[config.mk]
export PLATFORM = sky130hd
export DESIGN_NAME = i2c_regbank_arbiter
export DESIGN_NICKNAME = d
export VERILOG_FILES = /design/src/rtl/i2c_pkg.sv /design/src/rtl/i2c_wr_holding.sv /design/src/rtl/i2c_regbank_arbiter.sv
export SDC_FILE = /design/constraint.sdc
export NUM_CORES = 1
export LEC_CHECK = 0
export ABC_AREA = 1
export CORE_ASPECT_RATIO = 0.7
export CORE_MARGIN = 5
export CORE_UTILIZATION = 41
export CTS_CLUSTER_SIZE = 24
export DETAILED_ROUTE_END_ITERATION = 12
export GPL_TIMING_DRIVEN = 0
export PLACE_DENSITY_LB_ADDON = 0.15
export SLEW_MARGIN = 20
export SYNTH_ARGS = -nofsm -noshare
export SYNTH_HDL_FRONTEND = slang
export SYNTH_SLANG_ARGS = --single-unit
[constraint.sdc]
create_clock -name clk -period 1.7 [get_ports clk]
set_clock_uncertainty 0.1 [all_clocks]
set_input_delay 0.17 -clock clk [delete_from_list [all_inputs] [get_ports clk]]
set_output_delay 0.17 -clock clk [all_outputs]
set_load 0.01 [all_outputs]
[src/rtl/i2c_pkg.sv]
// Shared types and constants for the I2C register-bank arbiter.
//   arb_state_t   : arbitration FSM states
//   mem_req_t     : one memory-port cycle (enable, write, address, data)
//   addr_in_range : true when an address maps to an implemented register
package i2c_pkg;
    localparam int ADDR_W = 8;
    localparam int DATA_W = 8;

    // 7-bit bus address the slave front-end answers to
    localparam logic [6:0] I2C_SLAVE_ADDR = 7'h42;

    // Read value for unimplemented register addresses
    localparam logic [DATA_W-1:0] OOR_DEFAULT = 8'hFF;

    typedef enum logic [2:0] {
        IDLE,
        WR,
        RD_ISSUE,
        RD_WAIT,
        CORE_RD_WAIT
    } arb_state_t;

    typedef struct packed {
        logic              en;
        logic              we;
        logic [ADDR_W-1:0] addr;
        logic [DATA_W-1:0] wdata;
    } mem_req_t;

    function automatic logic addr_in_range(input logic [ADDR_W-1:0] a, input int depth);
        return int'({24'd0, a}) < depth;
    endfunction
endpackage

[src/rtl/i2c_wr_holding.sv]
// Holding register for I2C slave writes.
//   wen/addr/wdata : write strobe and payload from the slave
//   clr            : arbiter has issued the held write this cycle
//   wr_pend        : a captured write is waiting for the memory port
//   hold_addr/data : captured write
//   wr_overrun     : sticky, a new write replaced one that was still pending
module i2c_wr_holding
    import i2c_pkg::*;
(
    input  logic              clk,
    input  logic              rst,
    input  logic              wen,
    input  logic [ADDR_W-1:0] addr,
    input  logic [DATA_W-1:0] wdata,
    input  logic              clr,
    output logic              wr_pend,
    output logic [ADDR_W-1:0] hold_addr,
    output logic [DATA_W-1:0] hold_data,
    output logic              wr_overrun
);
    always_ff @(posedge clk) begin
        if (!rst) begin
            wr_pend    <= 1'b0;
            hold_addr  <= '0;
            hold_data  <= '0;
            wr_overrun <= 1'b0;
        end else if (wen) begin
            // A new strobe always wins over a clear in the same cycle so the
            // newest data is never lost; the write being issued now used the
            // old contents.
            hold_addr <= addr;
            hold_data <= wdata;
            wr_pend   <= 1'b1;
            if (wr_pend)
                wr_overrun <= 1'b1;
        end else if (clr) begin
            wr_pend <= 1'b0;
        end
    end
endmodule

[src/rtl/i2c_regbank_arbiter.sv]
// Arbitrates one single-port byte register memory between the I2C slave
// application bus and a local core requester.
//   i2c_*    : slave write strobes, read-consumption pulses, prefetched i2c_rdata
//   core_*   : request/grant port, read data returned 2 cycles after grant
//   mem_*    : memory port, read data arrives the cycle after mem_en & !mem_we
//   wr_overrun : sticky I2C write overrun flag
module i2c_regbank_arbiter
    import i2c_pkg::*;
#(
    parameter int                MEM_DEPTH = 32,
    parameter logic [DATA_W-1:0] OOR_RDATA = OOR_DEFAULT
) (
    input  logic              clk,
    input  logic              rst,
    input  logic              i2c_rw,
    input  logic [ADDR_W-1:0] i2c_addr,
    input  logic              i2c_wen,
    input  logic [DATA_W-1:0] i2c_wdata,
    input  logic              i2c_rdata_used,
    output logic [DATA_W-1:0] i2c_rdata,
    input  logic              core_req,
    input  logic              core_we,
    input  logic [ADDR_W-1:0] core_addr,
    input  logic [DATA_W-1:0] core_wdata,
    output logic              core_gnt,
    output logic              core_rvalid,
    output logic [DATA_W-1:0] core_rdata,
    output logic              mem_en,
    output logic              mem_we,
    output logic [ADDR_W-1:0] mem_addr,
    output logic [DATA_W-1:0] mem_wdata,
    input  logic [DATA_W-1:0] mem_rdata,
    output logic              wr_overrun
);
    // Direction is informational only
    logic unused_rw;
    assign unused_rw = i2c_rw;

    logic              wr_pend, wr_clr;
    logic [ADDR_W-1:0] hold_addr;
    logic [DATA_W-1:0] hold_data;

    i2c_wr_holding u_hold (
        .clk        (clk),
        .rst        (rst),
        .wen        (i2c_wen),
        .addr       (i2c_addr),
        .wdata      (i2c_wdata),
        .clr        (wr_clr),
        .wr_pend    (wr_pend),
        .hold_addr  (hold_addr),
        .hold_data  (hold_data),
        .wr_overrun (wr_overrun)
    );

    arb_state_t        state, state_nxt;
    mem_req_t          mreq;
    logic              pf_pend, pf_oor, core_oor, pf_start;
    logic [ADDR_W-1:0] pf_addr, i2c_addr_q;
    logic              addr_chg, pf_hit, i2c_busy;

    assign addr_chg = (i2c_addr != i2c_addr_q);
    // Incoming I2C events this cycle also block the core, so an I2C write
    // that coincides with a core request is always serviced first.
    assign i2c_busy = wr_pend | pf_pend | i2c_wen | i2c_rdata_used | addr_chg;
    // Any real memory write to the prefetched address stales i2c_rdata
    assign pf_hit   = mreq.en & mreq.we & (mreq.addr == pf_addr);

    assign mem_en    = mreq.en;
    assign mem_we    = mreq.we;
    assign mem_addr  = mreq.addr;
    assign mem_wdata = mreq.wdata;

    always_comb begin
        state_nxt = state;
        mreq      = '0;
        wr_clr    = 1'b0;
        core_gnt  = 1'b0;
        pf_start  = 1'b0;
        case (state)
            IDLE: begin
                if (wr_pend)
                    state_nxt = WR;
                else if (pf_pend)
                    state_nxt = RD_ISSUE;
                else if (core_req && !i2c_busy) begin
                    core_gnt   = 1'b1;
                    mreq.en    = addr_in_range(core_addr, MEM_DEPTH);
                    mreq.we    = core_we;
                    mreq.addr  = core_addr;
                    mreq.wdata = core_wdata;
                    if (!core_we)
                        state_nxt = CORE_RD_WAIT;
                end
            end
            WR: begin
                wr_clr     = 1'b1;
                mreq.en    = addr_in_range(hold_addr, MEM_DEPTH);
                mreq.we    = 1'b1;
                mreq.addr  = hold_addr;
                mreq.wdata = hold_data;
                state_nxt  = IDLE;
            end
            RD_ISSUE: begin
                pf_start  = 1'b1;
                mreq.en   = addr_in_range(i2c_addr, MEM_DEPTH);
                mreq.addr = i2c_addr;
                state_nxt = RD_WAIT;
            end
            RD_WAIT:      state_nxt = IDLE;
            CORE_RD_WAIT: state_nxt = IDLE;
            default:      state_nxt = IDLE;
        endcase
    end

    always_ff @(posedge clk) begin
        if (!rst) begin
            state       <= IDLE;
            pf_pend     <= 1'b1;
            pf_addr     <= '0;
            pf_oor      <= 1'b0;
            core_oor    <= 1'b0;
            i2c_addr_q  <= '0;
            i2c_rdata   <= '0;
            core_rdata  <= '0;
            core_rvalid <= 1'b0;
        end else begin
            state       <= state_nxt;
            i2c_addr_q  <= i2c_addr;
            core_rvalid <= 1'b0;
            // A trigger during the read re-arms pf_pend so the prefetch repeats
            if (i2c_rdata_used || addr_chg || pf_hit)
                pf_pend <= 1'b1;
            else if (pf_start)
                pf_pend <= 1'b0;
            if (pf_start) begin
                pf_addr <= i2c_addr;
                pf_oor  <= !addr_in_range(i2c_addr, MEM_DEPTH);
            end
            if (state == RD_WAIT)
                i2c_rdata <= pf_oor ? OOR_RDATA : mem_rdata;
            if (core_gnt && !core_we)
                core_oor <= !addr_in_range(core_addr, MEM_DEPTH);
            if (state == CORE_RD_WAIT) begin
                core_rdata  <= core_oor ? OOR_RDATA : mem_rdata;
                core_rvalid <= 1'b1;
            end
        end
    end
endmodule
==> impl_metrics.yaml, run 1 <==
clocking:
  h-tree-depth: 3
  cts_hold_buf: 0
  cts.sinks: 57
  clk_pin_slew_ps: 60
  numCtsBuffers: 9
  cts_root_buf: "clkbuf_8"
  clockBufferDepth: 2
  cts_tree: "built"
  clock_latency_ps: 330
global_route:
  grt_pass1_vias: 2684
  overflow: 0
  antenna_found_initial: 0
  grt_pass1_wl_um: 13000
  grt_start_max_net_pins: 11
  grt_usage_pct: 19.9
placed_design:
  place_area_um2: 3520
  place_hpwl_um: 5810
  placedCellCount: 546
  portBuffers: 82
  pre_cts_slack_ps: -1220
  place_congestion: 0.871
cells_and_area:
  area_growth_pct: 53.7
  antenna_cells: 0
  fin_nets: 546
  seqCellArea_um2: 1150
  finalNonFillerCells: 581
  multi_input_area_um2: 1380
  drive_gt1_share_pct: 20.1
  final_common_cell: "nand2_1"
  finalInstanceArea_um2: 4000
  layout_common_cells: "96 x nand2_1, 55 x clkdlybuf4s50_1, 53 x dfxtp_1"
  fillers: 562
drt:
  avgRoutedWirePerCell_um: 14.3
  wl_um: 8300
  drt-initial-drc-count: 166
  first_pass_iters: 5
  drc_errors: 0
  vias_per_cell: 4.94
  vias: 2869
  ant_nets: 0
sta:
  maxSlewHeadroom_pct: 64.2
  setup_slack_ps: -462
  slew_violations: 0
  fmax_ghz: 0.463
  period_share_pct: 127
  tightest_slew_ps: 538
  finalHoldViolations: 0
  finalSetupTns_ps: -7990
  rsz0062_at_grt: "true"
  setup_violations: 21
  fin_crit_ps: 2160
power:
  irDropWorstVdd_uv: 530
  totalPowerFinal_w: 0.00331
  powerDensity_nw_per_um2: 828
  leakagePower_nw: 1.80
yosys:
  synth-seq-cells: 57
  synthCells: 386
  syn_nets: 433
  seq_area_frac_synth_pct: 43.8
  synth.avg_cell_area_um2: 6.75
  syn_area_um2: 2600
  synthTopCellsByArea: "dfxtp_1 44%, nand2_1 15%, o21ai_0 6.7%"
  synth_area_leader_cell: "dfxtp_1"
  synth_top_area_share_pct: 43.8
  ys_types: 27
  yosys_warnings: 0
setup_path:
  arrival_ps: 1890
  critPathMaxFanout: 5
  r2r_start: "i2c_addr_q[5]"
  required_ps: 1430
  start_kind: "register"
  rr_worst_depth: 19
  reg2reg_slack_ps: -330
  cp-end-kind: "output pin"
  criticalPathCategory: "register to output pin"
  r2r-end: "pf_pend"
floorplanning:
  core_um2: 6190
  chipWidth_um: 105
  io_pins: 84
  dieHeight_um: 76.7
  dieArea_um2: 8070
  start_util_pct: 42.1
  num_rows: 24
worst_hold_path:
  hp-start: "i2c_addr[0]"
  hold-path-endpoint: "i2c_addr_q[0]"
  hp-class: "input port to register"
  hold_depth: 3
status:
  status: "complete, but fails checks"
  violations: "negative setup slack"
job:
  drv_cap: 0
## power by group
part | leakage [nW] | internal [W] | switching (W)
combinational | 1.22 | 0.000265 | 0.000323
clock | 0.102 | 0.000744 | 0.000525
sequential | 0.470 | 0.00141 | 0.0000453
## worst max path at each step
stage	cells past startpoint	startpoint	endpoint	slack, ps
3_3_place_gp	13	i2c_addr[4]	mem_wdata[0]	-1160
6_report	10	state[1]	mem_wdata[2]	-460
4_1_cts	10	state[1]	mem_wdata[3]	-480
2_1_floorplan	15	state[2]	pf_pend	-80
3_5_place_dp	13	i2c_addr[4]	mem_wdata[2]	-1220
5_1_grt	9	i2c_addr_q[6]	mem_wdata[3]	-590
## metal layers
layer,global-route usage [%],vias to the layer above,routed length [µm]
met5,0,-,0
li1,-,1467,-
met2,28.3,109,3570
met1,28.5,1281,3910
met4,5.75,0,121
met3,6.63,12,702
## repair_timing
action                     in CTS  in global routing
pin swaps                       8                 25
setup endpoints to repair      38                 37
setup buffers                   9                 10
resized for setup             111                 37
cloned                          1                  0
## cells by family (layout without fill, tap and decap cells)
family | Yosys count | count (layout) | share of synthesized area [%]
xor+xnor | 2 | 2 | 0.673
flops | 57 | 57 | 43.8
compound gates | 72 | 72 | 14.0
buf+inv | 58 | 175 | 8.75
simple gates | 197 | 197 | 32.8
## registers in the layout (all words and copies together) (netlist names)
name,cells
i2c_rdata,8
pf_pend,1
u_hold.hold_addr,8
u_hold.wr_overrun,1
u_hold.hold_data,8
core_rdata,8
state,3
core_oor,1
i2c_addr_q,8
pf_oor,1
pf_addr,8
core_rvalid,1
u_hold.wr_pend,1
## synthesized netlist by cell type
master	number
nand2_1	105
dfxtp_1	57
nor2_1	46
inv_1	39
o21ai_0	35
a21oi_1	34
nand3_1	16
clkbuf_1	10
nor3_1	9
nand4_1	7
nand3b_1	4
inv_2	3
buf_2	2
clkinv_1	2
nand2_2	2
nor4_1	2
o21ai_1	2
xnor2_1	2
a2111oi_0	1
buf_1	1
buf_6	1
nand3_2	1
nor2_2	1
nor2_4	1
nor2_8	1
or2_4	1
or3_1	1
## stage by stage
step,hold WS [ps],util [%]
2_1_floorplan,163,-
3_3_place_gp,349,56.9
3_5_place_dp,357,56.9
4_1_cts,131,61.9
5_1_grt,144,64.7
6_report,140,64.7
## worst max-delay path: stages, from the launching register on
cell,delay (ps)
dfxtp_4,350
nor2_4,110
inv_2,40
or2_4,270
nor2_8,120
nand3_4,100
inv_6,110
buf_8,130
nand2_2,50
a21oi_2,120
buf_2,150
## area by class of cell
cell class                 instances  share of cell area, %
sequential                        57                   28.7
multi-input combinational        271                   34.4
inverter                          44                   4.38
tap                               78                   2.44
clock inverter                     3                   1.00
buffer                            14                   1.81
timing repair buffer             102                   23.4
clock buffer                      12                   3.88
(Power assumes the default switching activity.)
==> run 2, diff against run 1 <==
==> constraint.sdc (replaced) <==
create_clock -name clk -period 1.7 [get_ports clk]
set_clock_uncertainty 0.1 [all_clocks]
set_input_delay 0.17 -clock clk [delete_from_list [all_inputs] [get_ports clk]]
set_output_delay 0.17 -clock clk [all_outputs]
set_load 0.02 [all_outputs]
==> run 2 against run 1 <==
  * The run still ends with negative setup slack left
  * Setup slack got worse by 29 ps
  * Combinational power increased by 11%
  * Total power decreased by 2.7%
  * Critical path depth increased by 4
  * Cell count decreased by 0.52%
  * Sequential power about the same
  * Clock power decreased by 13%
  * Global-route usage increased by 0.83 points
  * Non-clock buffer count decreased by 5
  * Via count increased by 2.0%
  * Largest cell class unchanged
  * Largest power group unchanged
  * Highest routed layer unchanged
==> impl_metrics.yaml, run 2 (synthesis gave the netlist of run 1 again) <==
setup_path:
  cp-end-kind: "register"
  r2r_start: "state[1]"
  criticalPathCategory: "register to register"
  required_ps: 1880
  critPathMaxFanout: 3
  start_kind: "register"
  arrival_ps: 2370
  startpoint: "state[1]"
sta:
  setup_violations: 20
  rsz0062_at_grt: "true"
  maxSlewHeadroom_pct: 67.1
  setup_slack_ps: -491
  finalHoldViolations: 0
  fin_crit_ps: 2190
  period_share_pct: 129
  fmax_ghz: 0.456
  tightest_slew_ps: 494
  slew_violations: 0
floorplanning:
  num_rows: 24
  start_util_pct: 42.1
  chipWidth_um: 105
  core_um2: 6190
  dieHeight_um: 76.7
  dieArea_um2: 8070
  io_pins: 84
drt:
  vias_per_cell: 5.06
  drc_errors: 0
  avgRoutedWirePerCell_um: 14.5
  vias: 2927
  drt-initial-drc-count: 214
  wl_um: 8370
  ant_nets: 0
  first_pass_iters: 4
cells_and_area:
  final_common_cell: "nand2_1"
  area_growth_pct: 55.5
  layout_common_cells: "96 x nand2_1, 55 x clkdlybuf4s50_1, 52 x dfxtp_1"
  drive_gt1_share_pct: 20.4
  final_core_util_pct: 65.4
  antenna_cells: 0
  finalNonFillerCells: 578
  fin_nets: 542
placed_design:
  place_hpwl_um: 6060
  placedCellCount: 546
  portBuffers: 82
  place_congestion: 0.898
global_route:
  grt_usage_pct: 20.8
  busiest_layer: "met1"
  grt_pass1_wl_um: 13400
  antenna_found_initial: 0
  overflow: 0
  grt_util_met1_pct: 30.3
  use_met2_pct: 29.3
  grt_start_max_net_pins: 11
  grtUsageMet3_pct: 6.29
  grt_pass1_vias: 2643
job:
  drv_cap: 0
power:
  irDropWorstVdd_uv: 505
  powerDensity_nw_per_um2: 797
  totalPowerFinal_w: 0.00322
  leakagePower_nw: 1.76
clocking:
  cts_tree: "built"
  clk_pin_slew_ps: 60
  clockBufferDepth: 2
  cts_root_buf: "clkbuf_8"
  cts.sinks: 57
  numCtsBuffers: 9
  h-tree-depth: 3
  cts_hold_buf: 0
  clock_latency_ps: 340
worst_hold_path:
  hp-start: "i2c_addr[0]"
  hp-class: "input port to register"
status:
  violations: "negative setup slack"
  status: "complete, but fails checks"
-- run 2: changes by cell type in the layout (fill, tap and decap cells not counted), moves of 2 or more --
cell	previous run	this run
inv_1	37	35
buf_6	11	13
nand3_2	4	2
nand2_4	3	5
buf_4	12	20
nand2_2	8	6
nand3_1	12	14
clkinvlp_4	1	3
buf_2	16	0
a21oi_1	28	26
-- run 2: layout make-up --
type	count	area (µm²)
Multi-Input combinational cell	271	1400
Fill cell	560	2140
Clock buffer	13	159
Buffer	13	67.6
Clock inverter	3	15.0
Timing Repair inverter	1	7.51
Sequential cell	57	1150
Tap cell	78	97.6
Inverter	44	183
Timing Repair Buffer	98	965
-- run 2: path summary, 6_finish.rpt --
kind,endpoint,slack [ps],depth (start not counted)
setup reg to reg,pf_pend,-490,14
hold reg to reg,core_rdata[6],370,2
setup / recovery,pf_pend,-490,14
hold / removal,i2c_addr_q[0],130,3
-- run 2: routing by layer --
| layer | part of all wire, % | up-vias |
|---|---|---|
| met2 | 43 | 93 |
| met4 | 1.3 | 0 |
| li1 | - | 1462 |
| met5 | 0 | - |
| met1 | 48 | 1360 |
| met3 | 7.1 | 12 |
-- run 2: critical path: stages, from the launching register on --
cell     delay (ps)
dfxtp_4         360
nor2_4          150
inv_6            30
or2_4           260
nor2_8          110
nand3_4         120
buf_4           170
o21ai_4         170
buf_4           130
nand2_1          40
nor2_1          140
nand2_1          80
nor2_1          120
nand2_1          90
nand2_1          60
-- run 2: power by group --
group / total [W] / switching (W) / internal, W
clock: 0.00111 / 0.000513 / 0.000601
combinational: 0.000654 / 0.000369 / 0.000286
sequential: 0.00146 / 0.0000450 / 0.00141
total: 0.00322 / 0.000927 / 0.00230
-- run 2: timing repair --
action	CTS	global route
gates resized for setup	135	26
endpoints found under the setup margin	38	37
gates cloned	1	1
pin swaps	11	11
setup buffers	9	7
-- run 2: metrics by stage --
step | instance area, µm² | TNS [ps] | hold WS, ps | worst slack (ps)
floorplan | 2680 | -1140 | 163 | -168
global placement | 3600 | -25350 | 351 | -1140
detailed placement | 3600 | -26740 | 357 | -1200
CTS | 3910 | -8370 | 119 | -477
global route | 4050 | -10360 | 144 | -585
finish | 4050 | -8330 | 128 | -491
